$ cat config.mk
export PLATFORM = sky130hd
export DESIGN_NAME = uart_rx_framer
export DESIGN_NICKNAME = d
export VERILOG_FILES = /design/src/rtl/uart_pkg.sv /design/src/rtl/uart_frame_buf.sv /design/src/rtl/uart_rx_framer.sv
export SDC_FILE = /design/constraint.sdc
export NUM_CORES = 1
export LEC_CHECK = 0
export ABC_AREA = 1
export BUFFER_PORTS_ARGS = -buffer_cell sky130_fd_sc_hd__buf_4
export CAP_MARGIN = 15
export CORE_MARGIN = 4
export CORE_UTILIZATION = 56
export CTS_CLUSTER_DIAMETER = 120
export DETAILED_ROUTE_END_ITERATION = 10
export GPL_TIMING_DRIVEN = 0
export PLACE_DENSITY = 0.76
export SETUP_SLACK_MARGIN = 0.05
export SYNTH_ARGS = -nofsm -noshare
export SYNTH_HDL_FRONTEND = slang
export SYNTH_HIERARCHICAL = 1
export SYNTH_SLANG_ARGS = --single-unit
$ cat constraint.sdc
create_clock -name clk -period 1.8 [get_ports clk]
set_input_delay 0.09 -clock clk [delete_from_list [all_inputs] [get_ports clk]]
set_output_delay 0.09 -clock clk [all_outputs]
set_load 0.1 [all_outputs]
$ cat src/rtl/uart_pkg.sv
// Shared definitions for the UART receive-side framer: FSM states,
// error codes, the default frame start byte and the checksum step.
package uart_pkg;

  typedef enum logic [2:0] {
    HUNT    = 3'd0,
    LEN     = 3'd1,
    PAYLOAD = 3'd2,
    CSUM    = 3'd3,
    OUT     = 3'd4
  } state_e;

  localparam logic [1:0] ERR_NONE    = 2'd0;
  localparam logic [1:0] ERR_LEN     = 2'd1;
  localparam logic [1:0] ERR_CSUM    = 2'd2;
  localparam logic [1:0] ERR_TIMEOUT = 2'd3;

  localparam logic [7:0] SYNC_DEFAULT = 8'hA5;

  // One step of the running XOR checksum over the frame bytes.
  function automatic logic [7:0] csum_step(input logic [7:0] acc, input logic [7:0] b);
    return acc ^ b;
  endfunction

endpackage

$ cat src/rtl/uart_frame_buf.sv
// Payload holding buffer: DEPTH x 8 register file, one synchronous write
// port and one combinational read port. Contents are not reset; the framer
// only ever reads locations it has written for the current frame.
module uart_frame_buf #(
  parameter int DEPTH = 16,
  parameter int AW    = 4
) (
  input  logic          clk,
  input  logic          we,
  input  logic [AW-1:0] waddr,
  input  logic [7:0]    wdata,
  input  logic [AW-1:0] raddr,
  output logic [7:0]    rdata
);

  logic [7:0] mem_r [DEPTH];

  // Store a payload byte when the framer pops one in the payload phase.
  always_ff @(posedge clk) begin
    if (we) begin
      mem_r[waddr] <= wdata;
    end
  end

  assign rdata = mem_r[raddr];

endmodule

$ cat src/rtl/uart_rx_framer.sv
// Packet framer behind the UART RX FIFO. Parses SYNC, LEN, PAYLOAD[LEN],
// CSUM, buffers the payload, verifies the XOR checksum and only then
// streams the payload out on a valid/ready byte port with end-of-frame.
module uart_rx_framer
  import uart_pkg::*;
#(
  parameter logic [7:0] SYNC           = SYNC_DEFAULT,
  parameter int         MAX_LEN        = 16,
  parameter int         TIMEOUT_CYCLES = 4096
) (
  input  logic       clk,
  input  logic       reset,
  input  logic       rx_empty,
  input  logic [7:0] r_data,
  output logic       rd_uart,
  output logic [7:0] m_data,
  output logic       m_valid,
  input  logic       m_ready,
  output logic       m_last,
  output logic       frame_ok,
  output logic       frame_err,
  output logic [1:0] err_code
);

  localparam int PTR_W = (MAX_LEN > 1) ? $clog2(MAX_LEN) : 1;
  localparam int TO_W  = (TIMEOUT_CYCLES > 2) ? $clog2(TIMEOUT_CYCLES) : 1;

  state_e             state_r;
  logic [7:0]         len_r;
  logic [7:0]         csum_r;
  logic [PTR_W-1:0]   wr_ptr_r;
  logic [PTR_W-1:0]   rd_ptr_r;
  logic [TO_W-1:0]    to_cnt_r;

  logic               pop_s;
  logic               pop_state_s;
  logic               buf_we_s;
  logic [PTR_W-1:0]   rd_next_s;
  logic [PTR_W-1:0]   buf_raddr_s;
  logic [7:0]         buf_rdata_s;
  logic               to_expire_s;

  // The FIFO is only drained while parsing; in OUT backpressure stalls it.
  assign pop_state_s = (state_r == HUNT) || (state_r == LEN) ||
                       (state_r == PAYLOAD) || (state_r == CSUM);
  assign pop_s       = !reset && !rx_empty && pop_state_s;
  assign rd_uart     = pop_s;

  assign buf_we_s    = pop_s && (state_r == PAYLOAD);
  assign rd_next_s   = rd_ptr_r + PTR_W'(1);
  assign to_expire_s = (to_cnt_r == TO_W'(TIMEOUT_CYCLES - 2));

  // Read address: first byte is fetched while the checksum is checked,
  // later bytes are prefetched one ahead of the presented byte.
  always_comb begin
    buf_raddr_s = '0;
    if (state_r == OUT) begin
      buf_raddr_s = rd_next_s;
    end else begin
      buf_raddr_s = '0;
    end
  end

  uart_frame_buf #(
    .DEPTH (MAX_LEN),
    .AW    (PTR_W)
  ) u_buf (
    .clk   (clk),
    .we    (buf_we_s),
    .waddr (wr_ptr_r),
    .wdata (r_data),
    .raddr (buf_raddr_s),
    .rdata (buf_rdata_s)
  );

  // Frame parser, inter-byte timeout and registered output stage.
  always_ff @(posedge clk or posedge reset) begin
    if (reset) begin
      state_r   <= HUNT;
      len_r     <= 8'd0;
      csum_r    <= 8'd0;
      wr_ptr_r  <= '0;
      rd_ptr_r  <= '0;
      to_cnt_r  <= '0;
      m_data    <= 8'd0;
      m_valid   <= 1'b0;
      m_last    <= 1'b0;
      frame_ok  <= 1'b0;
      frame_err <= 1'b0;
      err_code  <= ERR_NONE;
    end else begin
      frame_ok  <= 1'b0;
      frame_err <= 1'b0;
      case (state_r)
        HUNT: begin
          to_cnt_r <= '0;
          if (pop_s && (r_data == SYNC)) begin
            state_r <= LEN;
          end else begin
            state_r <= HUNT;
          end
        end

        LEN, PAYLOAD, CSUM: begin
          if (pop_s) begin
            // A pop always wins over a coincident timeout expiry.
            to_cnt_r <= '0;
            case (state_r)
              LEN: begin
                if ((r_data == 8'd0) || (r_data > 8'(MAX_LEN))) begin
                  frame_err <= 1'b1;
                  err_code  <= ERR_LEN;
                  state_r   <= HUNT;
                end else begin
                  len_r    <= r_data;
                  csum_r   <= r_data;
                  wr_ptr_r <= '0;
                  state_r  <= PAYLOAD;
                end
              end
              PAYLOAD: begin
                csum_r <= csum_step(csum_r, r_data);
                if (8'(wr_ptr_r) == (len_r - 8'd1)) begin
                  state_r <= CSUM;
                end else begin
                  wr_ptr_r <= wr_ptr_r + PTR_W'(1);
                end
              end
              CSUM: begin
                if (r_data == csum_r) begin
                  frame_ok <= 1'b1;
                  rd_ptr_r <= '0;
                  m_valid  <= 1'b1;
                  m_data   <= buf_rdata_s;
                  m_last   <= (len_r == 8'd1);
                  state_r  <= OUT;
                end else begin
                  frame_err <= 1'b1;
                  err_code  <= ERR_CSUM;
                  state_r   <= HUNT;
                end
              end
              default: begin
                state_r <= HUNT;
              end
            endcase
          end else if (to_expire_s) begin
            to_cnt_r  <= '0;
            frame_err <= 1'b1;
            err_code  <= ERR_TIMEOUT;
            state_r   <= HUNT;
          end else begin
            to_cnt_r <= to_cnt_r + TO_W'(1);
          end
        end

        OUT: begin
          to_cnt_r <= '0;
          if (m_valid && m_ready) begin
            if (m_last) begin
              m_valid  <= 1'b0;
              m_last   <= 1'b0;
              m_data   <= 8'd0;
              rd_ptr_r <= '0;
              state_r  <= HUNT;
            end else begin
              rd_ptr_r <= rd_next_s;
              m_data   <= buf_rdata_s;
              m_last   <= (8'(rd_next_s) == (len_r - 8'd1));
            end
          end
        end

        default: begin
          state_r <= HUNT;
        end
      endcase
    end
  end

endmodule
==> results.md <==
* Endpoints failing hold at 0
* R2r setup slk at -0.24 ns
* Share of layout cells above drive strength 1 at 0.261
* FF-to-FF End: m_data[7]
* Port buffer count at 26
* Syn Std Cell Area at 8770 µm²
* Fillers at 995
* Layout area overhead at 26.3%
* Failing checks: negative setup slack
* H-Tree Depth at 4
* Die area at 17700 µm²
* Reg2Reg Depth at 15
* Diodes inserted at 0
* Critical Path RT at 2.17 ns
* Final Cycle Share at 1.14
* Final instance area at 11100 µm²
* Worst Path Max Fanout at 8
* Top cell type's share of synthesized area at 0.438
* Worst Tran Pin Value at 0.590 ns
* Synth top cells by count: nand2_1 (296), inv_1 (136), nand3_1 (136)
* Most frequent cell after synthesis: nand2_1
* Clock Sinks at 181
* Hold_sp: r_data[6]
* Wirelength, routed at 23.4 mm
* Peak supply drop at 0.000674 V
* Total CTS buffers at 17
* Total number of vias at 7052
* Vias in the first global route at 6805
* Top FF cell, synth: edfxtp_1
* CTS tree: built
* Post-placement cell area at 9460 µm²
* Later-pin clock latency in the skew report at 0.43 ns
* Die height at 133 µm
* Finish-stage setup viols at 150
* IO Count at 27
* WP data arrival at 2.41 ns
* Drt pass-1 iters at 5
* Die W at 133 µm
* DRC viols at 0
* Largest net degree at the start of global routing at 29
* WS Path Type: reg -> reg
* Final net count at 1056
* Hold Path Cell Cnt at 1
* Final Critical Period at 2.04 ns
* DP Worst Slack at -0.478 ns
* Initial antenna violation count at 0
* Core ar. at 15300 µm²
* Fmax at 489 MHz
* Clk buf depth at 2
* Synthesized flop and latch total at 181
* DPL Wire Length at 13.9 mm
* Rel. slew slack at 0.606
* CTS Root Cell: clkbuf_16
* Global-route wire length before repair at 36.0 mm
* CP Capture Type: flip-flop
* DR iter-0 viols at 694
* # Max-Cap Violations at 0
* Syn nets at 960
* Gpl congestion at 0.924
* Leakage at 4.84 nW
* RR Startpoint: state_r[0]
* Hold Crit Class: in -> reg
* Unrepaired setup endpoints after global routing: yes
* Critical Path Source Type: flip-flop
* Sequential area share after synthesis at 0.590
* Avg WL per Cell at 18.5 µm
* Synth area leaders: edfxtp_1 (44%), dfrtp_1 (15%), nand2_1 (13%), nand3_1 (7.8%), inv_1 (5.8%)
* Number of synthesized flops with an enable pin at 128
* Row cnt at 45
* Max Clock Skew at 0.00745 ns
* Hold EP: u_buf/mem_r[12][6]
* GRT Resource Usage Total at 0.263
* Starting Density at 0.575
* Antenna viol nets, final at 0
* Reg clk slew, reported paths at 0.06 ns
* GR Overflow Total at 0
* YS warnings at 6
* Cell variety after synth at 36
* Leading area contributor after synthesis: edfxtp_1
* Async S/R FF share, synth at 0.293
* Syn avg cell area at 9.31 µm²
* PnR worst setup slack at -0.244 ns
* Routed vias/inst at 5.59
* Status: complete, but fails checks
* Slew Viols, Final at 0
* Post-synthesis instance total at 942
* Power density of the placed cells at 741 nW/µm²
==> area by class of cell <==
class / count / area (µm²) / area share
Clock inverter: 15 / 140 / 0.0127
Timing Repair Buffer: 78 / 798 / 0.0721
Clock buffer: 17 / 425 / 0.0384
Sequential cell: 181 / 5170 / 0.467
Tap cell: 211 / 264 / 0.0238
Inverter: 145 / 582 / 0.0525
Multi-Input combinational cell: 585 / 3350 / 0.303
Buffer: 30 / 340 / 0.0307
==> power by group <==
part           switching, mW  leakage [nW]  internal [mW]
Clock                   1.54         0.271           2.02
Sequential          0.000539          1.83           4.47
Combinational          0.132          2.74         0.0382
==> what timing repair did <==
| item | CTS | global route |
|---|---|---|
| pin swaps | 30 | 33 |
| gates resized for setup | 72 | 60 |
| setup buffers | 29 | 21 |
| setup endpoints to repair | 155 | 156 |
| endpoints found under the hold margin | 25 | 0 |
| cloned | 1 | 1 |
| hold buffers | 1 | 0 |
==> metal layers <==
layer,global-route usage,part of all wire
met4,0.123,0.040
met3,0.0532,0.078
met2,0.430,0.50
met1,0.339,0.38
met5,0,0
==> per-stage QoR <==
step	TNS [ns]	std cells	util	total power, mW	hold WS, ns
final	-15.53	1262	0.726	8.20	0.0447
after global routing	-23.78	1262	0.726	8.41	0.0440
after CTS	-17.63	1243	0.701	8.23	0.0337
after detailed placement	-34.78	1180	0.620	4.72	0.208
after global placement	-47.45	1179	0.618	4.71	0.459
after floorplan	0	942	-	4.61	0.189
==> cells by family (layout without fill, tap and decap cells) <==
group	Yosys count	count (layout)	share of synthesized area
adders and majority gates	6	6	0.00856
AOI/OAI and AO/OA	46	46	0.0332
buffers and inverters	176	285	0.0899
xor gates and xnor gates	26	26	0.0260
and+or+nand+nor	507	507	0.253
DFF	181	181	0.590
==> cell usage in the layout (no fill, tap or decap), types with 16 or more instances in the layout <==
cell type and instances:
clkbuf_16 18, buf_12 16, xor2_1 17, inv_1 130, dfrtp_1 50, nor2_4 22
nor2_1 18, nand3_1 102, nand3_2 30, edfxtp_1 128, o21ai_0 17, nand2_2 26
nand2_1 266, buf_4 63, buf_6 18
==> registers in the layout, summed over array words and instances, names as in the netlist, 2 cells and up <==
name and flops:
u_buf/mem_r 128, to_cnt_r 12, csum_r 8, len_r 8, m_data 8, rd_ptr_r 4, wr_ptr_r 4, state_r 3
err_code 2
==> worst max-delay path, stage by stage (launching register included) <==
cell     delay, ns
dfrtp_2       0.42
inv_2         0.09
nand2_4       0.07
nor2_4        0.14
inv_4         0.07
nor2_4        0.16
buf_12        0.18
buf_8         0.13
nand2_1       0.06
nand2_1       0.09
nand2_1       0.07
nand3_1       0.07
nand3_1       0.11
nand2_2       0.10
nand2_1       0.07
o21ai_2       0.13
==> worst max path at each step <==
stage                     from           endpoint  slack, ns  depth (start not counted)
finish              state_r[0]          m_data[7]      -0.24                         15
CTS                 state_r[1]          m_data[5]      -0.18                         14
floorplan           state_r[1]  u_buf/mem_r[1][0]       0.01                          6
detailed placement  state_r[0]          m_data[4]      -0.48                         13
global placement         reset             m_last      -0.45                          2
global route        state_r[1]          m_data[3]      -0.34                         15
Power figures use the tool's default switching activity.
